==> src/rtl/uart_tx_arb.sv <==
// Round-robin arbiter feeding single bytes to a UART transmitter through a txen/busy handshake.
// Define UART_TX_ARB_LOCK_EN to add the req_lock port, which lets a granted requester keep the channel.
module uart_tx_arb #(
  parameter int NREQ    = 4,
  parameter int TIMEOUT = 16
) (
  input  logic              clk,
  input  logic              rst,
  input  logic [NREQ-1:0]   req_valid,
  input  logic [8*NREQ-1:0] req_data,
`ifdef UART_TX_ARB_LOCK_EN
  input  logic [NREQ-1:0]   req_lock,
`endif
  output logic [NREQ-1:0]   req_ready,
  output logic [7:0]        charin,
  output logic              txen,
  input  logic              busy,
  output logic [2:0]        grant_id,
  output logic              err
);

  localparam int CW = $clog2(TIMEOUT + 1);

  typedef enum logic [1:0] {
    IDLE      = 2'd0,
    ISSUE     = 2'd1,
    WAIT_BUSY = 2'd2,
    WAIT_DONE = 2'd3
  } state_t;

  state_t          state_q;
  logic [NREQ-1:0] req_ready_q;
  logic [7:0]      charin_q;
  logic            txen_q;
  logic            err_q;
  logic [2:0]      grant_id_q;
  logic [2:0]      last_grant_q;
  logic [CW-1:0]   cnt_q;

  logic [NREQ-1:0] cand_s;
  logic [NREQ-1:0] ready_d;
  logic [7:0]      data_d;
  logic [2:0]      grant_d;
  logic            found_d;
  logic            take_s;
  int              dist_s;
  int              best_s;

`ifdef UART_TX_ARB_LOCK_EN
  logic            lock_q;
  logic            lock_d;
  logic            lock_hold_s;
  logic [NREQ-1:0] gmask_s;
`endif

  // Candidate masking and round-robin pick: smallest distance past last_grant wins.
  always_comb begin
    cand_s  = req_valid;
    ready_d = '0;
    data_d  = 8'h00;
    grant_d = 3'd0;
    found_d = 1'b0;
    take_s  = 1'b0;
    dist_s  = 0;
    best_s  = NREQ;
`ifdef UART_TX_ARB_LOCK_EN
    lock_d      = 1'b0;
    lock_hold_s = 1'b0;
    gmask_s     = '0;
    for (int j = 0; j < NREQ; j++) begin
      gmask_s[j]  = (grant_id_q == 3'(j));
      lock_hold_s = lock_hold_s | (lock_q & req_lock[j] & gmask_s[j]);
    end
    cand_s = lock_hold_s ? (req_valid & gmask_s) : req_valid;
`endif
    for (int j = 0; j < NREQ; j++) begin
      dist_s  = j - int'(last_grant_q) - 1;
      dist_s  = (dist_s < 0) ? dist_s + NREQ : dist_s;
      take_s  = cand_s[j] && (dist_s < best_s);
      best_s  = take_s ? dist_s : best_s;
      found_d = found_d | take_s;
      grant_d = take_s ? 3'(j) : grant_d;
      data_d  = take_s ? req_data[8*j +: 8] : data_d;
      ready_d = take_s ? ({{(NREQ-1){1'b0}}, 1'b1} << j) : ready_d;
`ifdef UART_TX_ARB_LOCK_EN
      lock_d  = take_s ? req_lock[j] : lock_d;
`endif
    end
  end

  // Main FSM; pulse outputs default low every cycle so each lasts exactly one clock.
  always_ff @(posedge clk) begin
    if (rst) begin
      state_q      <= IDLE;
      req_ready_q  <= '0;
      charin_q     <= 8'h00;
      txen_q       <= 1'b0;
      err_q        <= 1'b0;
      grant_id_q   <= 3'd0;
      last_grant_q <= 3'(NREQ - 1);
      cnt_q        <= '0;
`ifdef UART_TX_ARB_LOCK_EN
      lock_q       <= 1'b0;
`endif
    end else begin
      req_ready_q <= '0;
      txen_q      <= 1'b0;
      err_q       <= 1'b0;
      case (state_q)
        IDLE: begin
`ifdef UART_TX_ARB_LOCK_EN
          if (!lock_hold_s) lock_q <= 1'b0;
`endif
          if (!busy && found_d) begin
            charin_q    <= data_d;
            grant_id_q  <= grant_d;
            req_ready_q <= ready_d;
`ifdef UART_TX_ARB_LOCK_EN
            lock_q      <= lock_d;
`endif
            state_q     <= ISSUE;
          end
        end
        ISSUE: begin
          txen_q  <= 1'b1;
          cnt_q   <= '0;
          state_q <= WAIT_BUSY;
        end
        WAIT_BUSY: begin
          if (busy) begin
            state_q <= WAIT_DONE;
          end else if (cnt_q == CW'(TIMEOUT - 1)) begin
            err_q   <= 1'b1;
            state_q <= IDLE;
          end else begin
            cnt_q <= cnt_q + CW'(1);
          end
        end
        WAIT_DONE: begin
          if (!busy) begin
            last_grant_q <= grant_id_q;
            state_q      <= IDLE;
          end
        end
        default: state_q <= IDLE;
      endcase
    end
  end

  assign req_ready = req_ready_q;
  assign charin    = charin_q;
  assign txen      = txen_q;
  assign err       = err_q;
  assign grant_id  = grant_id_q;

endmodule

==> config.mk <==
export PLATFORM = sky130hd
export DESIGN_NAME = uart_tx_arb
export DESIGN_NICKNAME = d
export VERILOG_FILES = /design/src/rtl/uart_tx_arb.sv
export SDC_FILE = /design/constraint.sdc
export NUM_CORES = 1
export LEC_CHECK = 0
export ABC_AREA = 0
export CAP_MARGIN = 20
export CORE_MARGIN = 1
export CORE_UTILIZATION = 40
export CTS_CLUSTER_DIAMETER = 100
export DETAILED_ROUTE_END_ITERATION = 12
export GPL_TIMING_DRIVEN = 0
export PLACE_DENSITY = 0.69
export SYNTH_ARGS = -nofsm -noshare
export SYNTH_HDL_FRONTEND = slang
export SYNTH_SLANG_ARGS = --single-unit
export TNS_END_PERCENT = 5
==> constraint.sdc <==
create_clock -name clk -period 8.75 [get_ports clk]
set_clock_uncertainty 0.05 [all_clocks]
set_input_delay 2.1875 -clock clk [delete_from_list [all_inputs] [get_ports clk]]
set_output_delay 2.1875 -clock clk [all_outputs]
set_load 0.01 [all_outputs]
[Word-level counts from Yosys, hierarchy flattened]
Cells that the tools add are included.
Cells by class
  bitwise operators: 7
  reductions and logical operators: 17
  equality and inequality tests: 9
  add/sub/neg operators: 13
  muxes and demuxes: 28
  magnitude comparators: 8
Operator list (number)
  two-way mux 32 bit: 7
  less-than comparator 32 bit: 3
  less-than comparator 32 x 4 -> 1 bit (second input constant): 1
  two-way mux 8 bit: 4
  adder 5 x 4 -> 6 bit (second input constant): 4
  less-than comparator 5 x 1 -> 1 bit (second input constant): 4
  subtractor 4 x 2 -> 5 bit (second input constant): 4
  two-way mux 2 bit: 7
  two-way mux 5 bit: 2
  case mux 5 bit (2 select lines): 1
  != test 2 bit (second input constant): 4
  case mux 2 bit (4 select lines): 1
  subtractor 1 x 3 -> 4 bit (first input constant): 2
  subtractor 2 x 3 -> 4 bit (first input constant): 2
  AND reduction 3 bit: 2
  OR reduction 3 bit: 2
  OR reduction 6 bit: 1
  adder 5 x 1 -> 5 bit (second input constant): 1
  equality test 5 x 4 -> 1 bit (second input constant): 1
  logical AND 1 bit: 5
  OR reduction 5 bit: 1
  equality test 2 bit (second input constant): 2
  two-way mux 1 bit: 4
  two-way mux 4 bit: 1
  10 further kinds: 16
Storage, ports and cells
  output and inout bits: 17
  register bits: 27
  logic and storage cells: 93
  input port bits: 39

[Depth between registers and ports, before layout]
  depth in word-level cells: 19
  gate-level depth with buffers: 34

[Worst setup path before layout]
Ideal clock, no wire load.
  path kind: input to register
  start point: input req_valid[0]
  end point: register charin_q[0], in the netlist charin[0]
  arrival: 7.061 ns
  setup time: 0.122 ns
  slack: 1.517 ns
  stages on the path: 25
  cells stage by stage: and2b_1 -> buf_4 -> clkbuf_1 -> nand2_1 -> ha_1 -> nor4b_1 -> o21ai_2 -> inv_2 -> clkbuf_1 -> a211o_1 -> a2bb2oi_1 -> ha_1 -> inv_1 -> o21ai_0 -> a31oi_4 -> o21ai_4 -> buf_2 -> o21ai_0 -> ha_1 -> a21oi_1 -> o311ai_0 -> nor2_1 -> o21a_1 -> buf_6 -> a221o_1
On the way
  cells in the longest elaborated chain, start to end: 13
RTL lines
  from (decl): RTL line 9  | input logic [NREQ-1:0] req_valid,
  logical AND 1 bit *: RTL line 79  | take_s = cand_s[j] && (dist_s < best_s);
  two-way mux 32 bit: RTL line 80  | best_s = take_s ? dist_s : best_s;
  less-than comparator 32 bit: RTL line 79
  logical AND 1 bit: RTL line 79
  two-way mux 32 bit: RTL line 80
  less-than comparator 32 bit: RTL line 79
  logical AND 1 bit: RTL line 79
  two-way mux 32 bit: RTL line 80
  less-than comparator 32 bit: RTL line 79
  logical AND 1 bit: RTL line 79
  bitwise OR 1 bit: RTL line 81  | found_d = found_d | take_s;
  logical AND 1 bit: RTL line 114  | if (!busy && found_d) begin
  AND reduction 2 bit (no line)
  to (signal assigned): RTL line 115  | charin_q <= data_d;
  to (decl): RTL line 33  | logic [7:0] charin_q;
Every way passes the cells marked *; elsewhere a longest branch is shown, timed or not.
A chain may end at the register's enable or synchronous reset.

[Worst setup path in the final report]
  start point: input req_valid[0]
  end point: register charin_q[4], in the netlist charin[4]
Same word-level chain as after synthesis.

==> impl_metrics.toml <==
[power]
p_per_area_nw_per_um2 = 110.7
p_leak_nw = 1.036
peakVddDrop_uv = 92.54

[hold_path]
hold_class = "reg2reg"

[place]
placed_area_um2 = 2595
gp_congestion = 0.8477
dp_hpwl_um = 3700
port_buffers = 54

[routing]
routedWlPerCell_um = 13.00
viasPerCell = 5.193
drc = 0
first_iter_violations = 44
vias = 1833
antenna_left = 0
drt-total-wl_um = 4590
first_pass_iters = 4

[cts]
clockBufferDepth = 2
htree_num_levels = 1
numCtsBuffers = 3
insertion_delay_ns = 0.26
postCtsSetupBuffers = 0
cts.clk_slew.worst_paths_ns = 0.08
root_buffer = "clkbuf_8"
cts_tree = "built"
cts.sinks = 25

[critical_path]
cp_max_fo = 10
cp-end-kind = "flip-flop"
crit_required_ns = 8.85
startpoint_type = "input pin"
worstPathArrival_ns = 8.17
path_class = "in2reg"

[run]
max-cap-violations = 0

[die]
start_util = 0.4164
pin_count = 56
die_h_um = 72.12
die_w_um = 72.12
row_count = 25
die-area_um2 = 5201
core_area_um2 = 4723

[logic_synthesis]
synth_cell_type_count = 55
yosys_warnings = 0
synthTopCellsByArea = "dfxtp_1 25%, ha_1 14%, nand2_1 4.4%, o21ai_0 4.3%, a221o_1 4.1%"
synthCells = 227
yosys.area.top_type = "dfxtp_1"
synth_edf_count = 0
synthDominantCellAreaShare = 0.2545
seq_area_frac_synth = 0.2545
synth-seq-cells = 25
async_flop_share = 0
synth.avg_cell_area_um2 = 8.665
syn-cell-area_um2 = 1967
ys.flop_type = "dfxtp_1"

[global_routing]
grt_overflow = 0
grt_pass1_vias = 1686
grt_max_degree = 14
grt_pass1_wl_um = 7534
antenna_found_initial = 0
grt_usage = 0.1799

[timing]
hold_viol = 0
report.final.slew_viol_count = 0
final.period_utilization = 0.9219
worst_slew_pin_slew_ns = 0.6026
clock.fmax_mhz = 124.0
rsz0062_at_grt = "no"
setup-violations-final = 0
slew_headroom = 0.5926
finalCriticalPeriod_ns = 8.067
setup_tns_ns = 0

[finish]
n_fill_cell = 466
fin_area_um2 = 2640
area_growth_pct = 34.22
final_cell_mix = "54 x clkdlybuf4s50_1, 25 x dfxtp_1, 23 x nand2_1, 22 x ha_1, 17 x o21ai_0"
nNetsFinal = 348
drive_gt1_frac = 0.1014
final_common_cell = "clkdlybuf4s50_1"
diodes = 0

[run_status]
status = "complete, no violations"
==> where the power goes <==
part / leakage [nW] / total (mW) / switching (mW) / internal [mW]
logic: 0.810 / 0.0993 / 0.0465 / 0.0528
registers: 0.203 / 0.126 / 0.00509 / 0.121
clock network: 0.0228 / 0.0667 / 0.0342 / 0.0325
==> cells in the mapped netlist (all sizes together) (2+ instances only) <==
cell type and number:
nor4b 4, nand3 3, nor3 13, a221o 8, nor2b 2, inv 15
and2 2, mux2i 8, o21a 4, dfxtp 25, nor4 2, nor2 11
ha 22, xor2 3, clkbuf 3, nand2b 5, a21oi 8, or2 2
buf 8, o21ai 21, nand2 23, o31ai 8, o211ai 2, a31oi 7
==> worst paths after layout <==
check                                              end  cells past startpoint  slack (ns)                          from
worst min-delay path            charin[7]$_SDFFE_PP0N_                      1        0.44        charin[7]$_SDFFE_PP0N_
worst max register to register  charin[4]$_SDFFE_PP0N_                     32        1.99  last_grant_q[0]$_SDFFE_PP1P_
worst min register to register  charin[7]$_SDFFE_PP0N_                      1        0.44        charin[7]$_SDFFE_PP0N_
worst max-delay path            charin[4]$_SDFFE_PP0N_                     28        0.68                  req_valid[0]
==> timing repair <==
item,in CTS,in global routing
gates resized for setup,0,1
setup endpoints to repair,0,8
hold buffers,0,0
endpoints found under the hold margin,0,0
==> layout make-up <==
type	instances	area, um2	area share
well taps	67	83.83	0.03175
clock buffers	4	45.04	0.01706
multi-input cells	177	1336	0.5062
flip-flops and latches	25	500.5	0.1896
repair buffers	54	540.5	0.2047
plain buffers	11	77.57	0.02938
inverters	15	56.30	0.02133
==> cell families (layout without fill, tap and decap cells) <==
| group | after synthesis | count (layout) | share of synthesized area |
|---|---|---|---|
| flip-flops | 25 | 25 | 0.2545 |
| multiplexers | 8 | 8 | 0.04071 |
| XOR/XNOR | 3 | 3 | 0.01336 |
| AO/OA/AOI/OAI | 67 | 67 | 0.2710 |
| adder cells (fa/ha/maj) | 22 | 22 | 0.1399 |
| other | 1 | 2 | 0.001907 |
| buffers and inverters | 26 | 84 | 0.06806 |
| AND/OR/NAND/NOR | 75 | 75 | 0.2106 |
==> sequential cells by signal, indices dropped and copies added, names as in the netlist <==
| signal | count |
|---|---|
| charin | 8 |
| cnt_q | 5 |
| err | 1 |
| grant_id | 2 |
| last_grant_q | 2 |
| req_ready | 4 |
| state_q | 2 |
| txen | 1 |
==> per-layer routing <==
layer	wire length [um]	global-route usage	vias up	share of wire
li1	-	-	952	-
met1	2214	0.2372	835	0.48
met2	2149	0.3167	46	0.47
met3	226	0.03889	0	0.049
met4	0	0.006536	0	0
met5	0	0	-	0
==> critical path, cell delays in order <==
cell,delay [ns]
clkdlybuf4s50_1,0.54
and2b_1,0.14
buf_4,0.14
clkbuf_1,0.37
nand2_1,0.10
ha_1,0.28
nor4b_1,0.37
o21ai_2,0.19
inv_2,0.22
clkbuf_1,0.33
a211o_1,0.14
a2bb2oi_1,0.07
ha_1,0.34
inv_1,0.06
o21ai_0,0.29
a31oi_4,0.07
o21ai_4,0.25
buf_2,0.31
o21ai_0,0.13
ha_1,0.36
a21oi_1,0.08
o21ai_0,0.23
nor3_2,0.07
o21ai_2,0.22
nor2_2,0.06
o21a_1,0.18
buf_6,0.13
a221o_1,0.29
==> per-stage QoR <==
step	setup WS, ns	instances	power (mW)	util	hold slack [ns]
3_3_place_gp	0.3186	349	0.2272	0.5494	0.4198
4_1_cts	0.5785	353	0.2941	0.5589	0.4449
5_1_grt	0.1318	353	0.3097	0.5589	0.4733
3_5_place_dp	0.2953	349	0.2281	0.5494	0.4247
2_1_floorplan	1.517	228	0.1868	-	0.4141
6_report	0.6835	353	0.2923	0.5589	0.4399
Note: power is estimated with default switching activity, not from simulation.
